[config.mk]
export PLATFORM = sky130hd
export DESIGN_NAME = link_tx_ctrl_flat
export DESIGN_NICKNAME = d
export VERILOG_FILES = /design/src/rtl/link_tx_ctrl_if.sv /design/src/rtl/link_tx_ctrl.sv /design/src/flat_wrapper.sv
export SDC_FILE = /design/constraint.sdc
export NUM_CORES = 1
export LEC_CHECK = 0
export BUFFER_PORTS_ARGS = -buffer_cell sky130_fd_sc_hd__clkbuf_2
export CAP_MARGIN = 5
export CORE_UTILIZATION = 44
export CTS_CLUSTER_DIAMETER = 60
export DETAILED_ROUTE_END_ITERATION = 6
export PLACE_DENSITY_LB_ADDON = 0.2
export SLEW_MARGIN = 5
export SYNTH_ARGS = -nofsm -noshare
export SYNTH_HDL_FRONTEND = slang
export SYNTH_SLANG_ARGS = --single-unit
[constraint.sdc]
create_clock -name clk_4f -period 1.8 [get_ports clk_4f]
set_clock_uncertainty 0.15 [all_clocks]
set_input_delay 0.18 -clock clk_4f [delete_from_list [all_inputs] [get_ports clk_4f]]
set_output_delay 0.18 -clock clk_4f [all_outputs]
set_load 0.01 [all_outputs]
[src/rtl/link_tx_ctrl_if.sv]
// Requester/serializer bus for link_tx_ctrl.
// master: the requester side; slave: the controller.
interface link_tx_ctrl_if;
  logic       link_en;
  logic       valid_in;
  logic [7:0] data_in;
  logic       ready;
  logic [7:0] data_out;
  logic       active;
  logic       inserter;

  modport master (
    output link_en, valid_in, data_in,
    input  ready, data_out, active, inserter
  );

  modport slave (
    input  link_en, valid_in, data_in,
    output ready, data_out, active, inserter
  );
endinterface

[src/rtl/link_tx_ctrl.sv]
// Link transmit controller: trains the link with commas, then passes payload
// bytes to the serializer, filling idle cycles with commas.
// Optional SKP insertion is built when SKIP_INSERT_EN is defined.
module link_tx_ctrl #(
  parameter int INIT_COMMAS   = 4,   // 1..15
  parameter int SKIP_INTERVAL = 16   // 2..255, used with SKIP_INSERT_EN
) (
  input logic           clk_4f,
  input logic           reset,
  link_tx_ctrl_if.slave bus
);

  localparam logic [7:0] COMMA = 8'hBC;
  localparam logic [7:0] SKP   = 8'h1C;

  // Reject out-of-range configurations at elaboration.
  if (INIT_COMMAS < 1 || INIT_COMMAS > 15 ||
      SKIP_INTERVAL < 2 || SKIP_INTERVAL > 255) begin : g_bad_params
    $error("link_tx_ctrl: parameter out of range");
  end

  typedef enum logic [1:0] {INIT, IDLE, ACTIVE} state_t;

  state_t     state, state_nxt;
  logic [3:0] comma_cnt, comma_cnt_nxt;
  logic [7:0] dout, dout_nxt;
  logic       act, act_nxt;
  logic       ins, ins_nxt;
  logic       skp_due;
  logic       xfer;

`ifdef SKIP_INSERT_EN
  logic [7:0] skip_cnt, skip_cnt_nxt;

  // SKP falls due once the interval has elapsed in IDLE/ACTIVE.
  assign skp_due = (state != INIT) && (skip_cnt == 8'(SKIP_INTERVAL - 1));

  // Skip counter: runs in IDLE/ACTIVE, wraps on SKP, clears on entering INIT.
  always_comb begin
    skip_cnt_nxt = skip_cnt;
    if (state == INIT || !bus.link_en) skip_cnt_nxt = '0;
    else if (skp_due)                  skip_cnt_nxt = '0;
    else                               skip_cnt_nxt = skip_cnt + 8'd1;
  end

  // Skip counter register.
  always_ff @(posedge clk_4f) begin
    if (!reset) skip_cnt <= '0;
    else        skip_cnt <= skip_cnt_nxt;
  end
`else
  assign skp_due = 1'b0;
`endif

  // Reset is folded in so a requester never sees a handshake that reset discards.
  assign bus.ready = reset && bus.link_en && (state != INIT) && !skp_due;
  assign xfer      = bus.ready && bus.valid_in;

  // Next state and next output symbol.
  always_comb begin
    state_nxt     = state;
    comma_cnt_nxt = comma_cnt;
    dout_nxt      = 8'h00;
    act_nxt       = 1'b0;
    ins_nxt       = 1'b0;
    case (state)
      INIT: begin
        if (bus.link_en) begin
          dout_nxt = COMMA;
          ins_nxt  = 1'b1;
          if (comma_cnt == 4'(INIT_COMMAS - 1)) begin
            state_nxt     = IDLE;
            comma_cnt_nxt = '0;
          end else begin
            comma_cnt_nxt = comma_cnt + 4'd1;
          end
        end
      end
      default: begin
        if (!bus.link_en) begin
          state_nxt     = INIT;
          comma_cnt_nxt = '0;
        end else if (skp_due) begin
          dout_nxt = SKP;
          ins_nxt  = 1'b1;
        end else if (xfer) begin
          state_nxt = ACTIVE;
          dout_nxt  = bus.data_in;
          act_nxt   = 1'b1;
        end else begin
          state_nxt = IDLE;
          dout_nxt  = COMMA;
          ins_nxt   = 1'b1;
        end
      end
    endcase
  end

  // State, counter and output registers.
  always_ff @(posedge clk_4f) begin
    if (!reset) begin
      state     <= INIT;
      comma_cnt <= '0;
      dout      <= 8'h00;
      act       <= 1'b0;
      ins       <= 1'b0;
    end else begin
      state     <= state_nxt;
      comma_cnt <= comma_cnt_nxt;
      dout      <= dout_nxt;
      act       <= act_nxt;
      ins       <= ins_nxt;
    end
  end

  assign bus.data_out = dout;
  assign bus.active   = act;
  assign bus.inserter = ins;

endmodule
[src/flat_wrapper.sv]
// flat-port wrapper written by rule: the top's interface ports become plain ports
module link_tx_ctrl_flat 
#(
  parameter int INIT_COMMAS   = 4,           
  parameter int SKIP_INTERVAL = 16                                      
)
  (clk_4f, reset, bus_link_en, bus_valid_in, bus_data_in, bus_ready, bus_data_out, bus_active, bus_inserter);
  link_tx_ctrl_if bus_i ();
  input logic clk_4f;
  input logic reset;
  input wire logic [$bits(bus_i.link_en)-1:0] bus_link_en;
  input wire logic [$bits(bus_i.valid_in)-1:0] bus_valid_in;
  input wire logic [$bits(bus_i.data_in)-1:0] bus_data_in;
  output wire logic [$bits(bus_i.ready)-1:0] bus_ready;
  output wire logic [$bits(bus_i.data_out)-1:0] bus_data_out;
  output wire logic [$bits(bus_i.active)-1:0] bus_active;
  output wire logic [$bits(bus_i.inserter)-1:0] bus_inserter;
  assign bus_i.link_en = bus_link_en;
  assign bus_i.valid_in = bus_valid_in;
  assign bus_i.data_in = bus_data_in;
  assign bus_ready = bus_i.ready;
  assign bus_data_out = bus_i.data_out;
  assign bus_active = bus_i.active;
  assign bus_inserter = bus_i.inserter;
  link_tx_ctrl #(.INIT_COMMAS(INIT_COMMAS), .SKIP_INTERVAL(SKIP_INTERVAL)) u_core (.clk_4f(clk_4f), .reset(reset), .bus(bus_i));
endmodule
==> impl_metrics.toml <==
[sta]
setup_tns_ns = 0
hold_viol_final = 0
slew_headroom_pct = 77.7
finalCritPeriodShare_pct = 84.4
tightest_slew_ns = 0.333
post-route-min-period_ns = 1.52
drv_slew = 0
rsz0062_at_grt = "no"
setup-violations-final = 0
setup_ws_ns = 0.281
fmax_mhz = 658

[pwr]
p_leak_uw = 0.000393
p_per_area_nw_per_um2 = 803
vdd_ir_drop_max_uv = 537
power_uw = 668

[synth]
ys_ff_latch = 16
synth_area_leader_cell = "dfxtp_1"
yosys.area_share.simple_pct = 21.5
ys_top_cells_by_count = "dfxtp_1 (16), nor2_1 (13), and2_1 (3), inv_1 (3)"
synth_area_um2 = 593
yosysSeqAreaShare_pct = 54.0
synth_adder_area_share_pct = 2.11
async_flop_share_pct = 0
synth.net_count = 74
synth_edf_count = 0
yosys.area_share.xor_xnor_pct = 0
synth.distinct_cells = 25
synth_mux_area_share_pct = 0
yosys_most_used_dff = "dfxtp_1"
synth_compound_area_share_pct = 19.6
yosysMostFrequentCell = "dfxtp_1"
synth_area_leaders = "dfxtp_1 (54%), nor2_1 (8.2%), o2111ai_4 (4.4%)"
yosys_warnings = 0
synthDominantCellAreaShare_pct = 54.0
avgSynthCellArea_um2 = 9.72
synthCells = 61
synth_top_family_by_area = "simple AND/OR/NAND/NOR gates"

[route]
via_count = 535
routedWlPerCell_um = 11.4
viasPerCell = 4.95
wirelength_um = 1230
ant_nets = 0
drt_iter0_markers = 8
drcViolationCount = 0
dr.pass1.iters = 3

[global_route]
grt_max_degree = 10
overflow = 0
grt_pass1_vias = 453
grt_usage_pct = 20.7
antenna_found_initial = 0
grt_pass1_wl_um = 1950

[floorplanning]
start_util_pct = 50.6
die_w_um = 38.7
ios = 23
core_um2 = 1170
die-area_um2 = 1500
rows = 12
die_h_um = 38.7

[final_layout]
instances_no_fill = 108
drive_above_1_share_pct = 29.8
syn_to_final_growth_pct = 40.3
antenna_cells = 0
stdcell_area_um2 = 832
final_nets = 108

[worst_setup_path]
reg2reg_depth = 4
worstReg2RegStart = "u_core.comma_cnt[0]"
startpoint_type = "flop"
r2r-end = "u_core.comma_cnt[0]"
r2r_slack_ns = 0.46
required_ns = 1.47
worst-setup-path-type = "flop to output port"
cp_max_fo = 5
cp-end-kind = "output port"
critPathArrivalTime_ns = 1.19

[flow_run]
drv_cap = 0

[hold_path]
min_from = "bus_valid_in"
holdPathStages = 3
hold_end = "u_core.bus.active"
hp-class = "primary input to flop"

[placement]
port_buffers = 22
hpwl_um = 762
place_area_um2 = 716
dp.cells = 96
dp_slack_ns = 0.476
place.gp.congestion = 0.816

[cts]
cts-buffers-inserted = 3
cts_tree = "done"
cts_buffer_depth = 2
cts_sinks = 16
htree_levels = 1
worstSkewPairLatency_ns = 0.29
cts_root_buf = "clkbuf_4"
clk_pin_slew_worst_paths_ns = 0.09

[status]
outcome = "finished clean"
## logic make-up after synthesis
logic type      after synthesis
flops                        16
compound gates               13
simple gates                 27
fa+ha+maj                     1
buf+inv                       4
## metrics by stage
stage / utilization, % / hold WS [ns]
floorplan: - / 0.151
global placement: 61.1 / 0.231
detailed placement: 61.1 / 0.233
CTS: 71.0 / 0.0646
global route: 71.0 / 0.0786
finish: 71.0 / 0.0742
## critical path: stages (launching register included)
cell      delay (ns)
dfxtp_1         0.37
nor2_1          0.30
nor2_1          0.09
clkbuf_2        0.13
## registers in the layout, indices dropped and copies added (netlist names)
name	flops
u_core.bus.data_out	8
u_core.state	2
u_core.bus.inserter	1
u_core.bus.active	1
u_core.comma_cnt	4
## worst max-delay path by stage
stage,startpoint,endpoint,cells after the start
after CTS,u_core.state[0],bus_ready,3
after global routing,u_core.state[0],bus_ready,3
final,u_core.state[0],bus_ready,3
after floorplan,u_core.state[0],u_core.comma_cnt[0],3
after detailed placement,u_core.comma_cnt[0],u_core.comma_cnt[0],4
after global placement,u_core.comma_cnt[0],u_core.comma_cnt[0],4
## final cells by class
class | instances | area [um^2]
Sequential cell | 16 | 320
Timing Repair Buffer | 30 | 190
Tap cell | 14 | 17.5
Multi-Input combinational cell | 41 | 256
Inverter | 3 | 11.3
Fill cell | 95 | 339
Clock buffer | 4 | 36.3
## layer usage
metal | share of wire, % | track usage (%) | up-vias | wire length, um
met3 | 6.0 | 11.0 | 0 | 74
met4 | 0 | 10.3 | 0 | 0
li1 | - | - | 279 | -
met5 | 0 | 0 | - | 0
met1 | 43 | 21.0 | 238 | 527
met2 | 51 | 34.2 | 18 | 632
## placed cells by master (no fill, tap or decap), drive strengths merged, types with 2 or more instances in the layout
cell type / netlist / layout
dfxtp: 16 / 16
or2: 2 / 2
nand2: 2 / 2
a21oi: 2 / 2
o2111ai: 2 / 2
o21a: 2 / 2
nor3: 2 / 2
dlygate4sd3: 0 / 8
nor2: 13 / 13
inv: 3 / 3
and2: 3 / 3
nand3: 2 / 2
clkbuf: 0 / 26
## what timing repair did
action	4_1_cts	5_1_grt
hold buffers	8	0
gates resized for setup	0	0
setup buffers	0	0
setup endpoints to repair	0	0
hold endpoints to repair	8	0
## where the power goes
part	internal (uW)	switching, uW	total, uW
clock	123	111	235
combinational	33.6	28.3	61.9
sequential	365	6.40	372
Power figures use the tool's default switching activity.
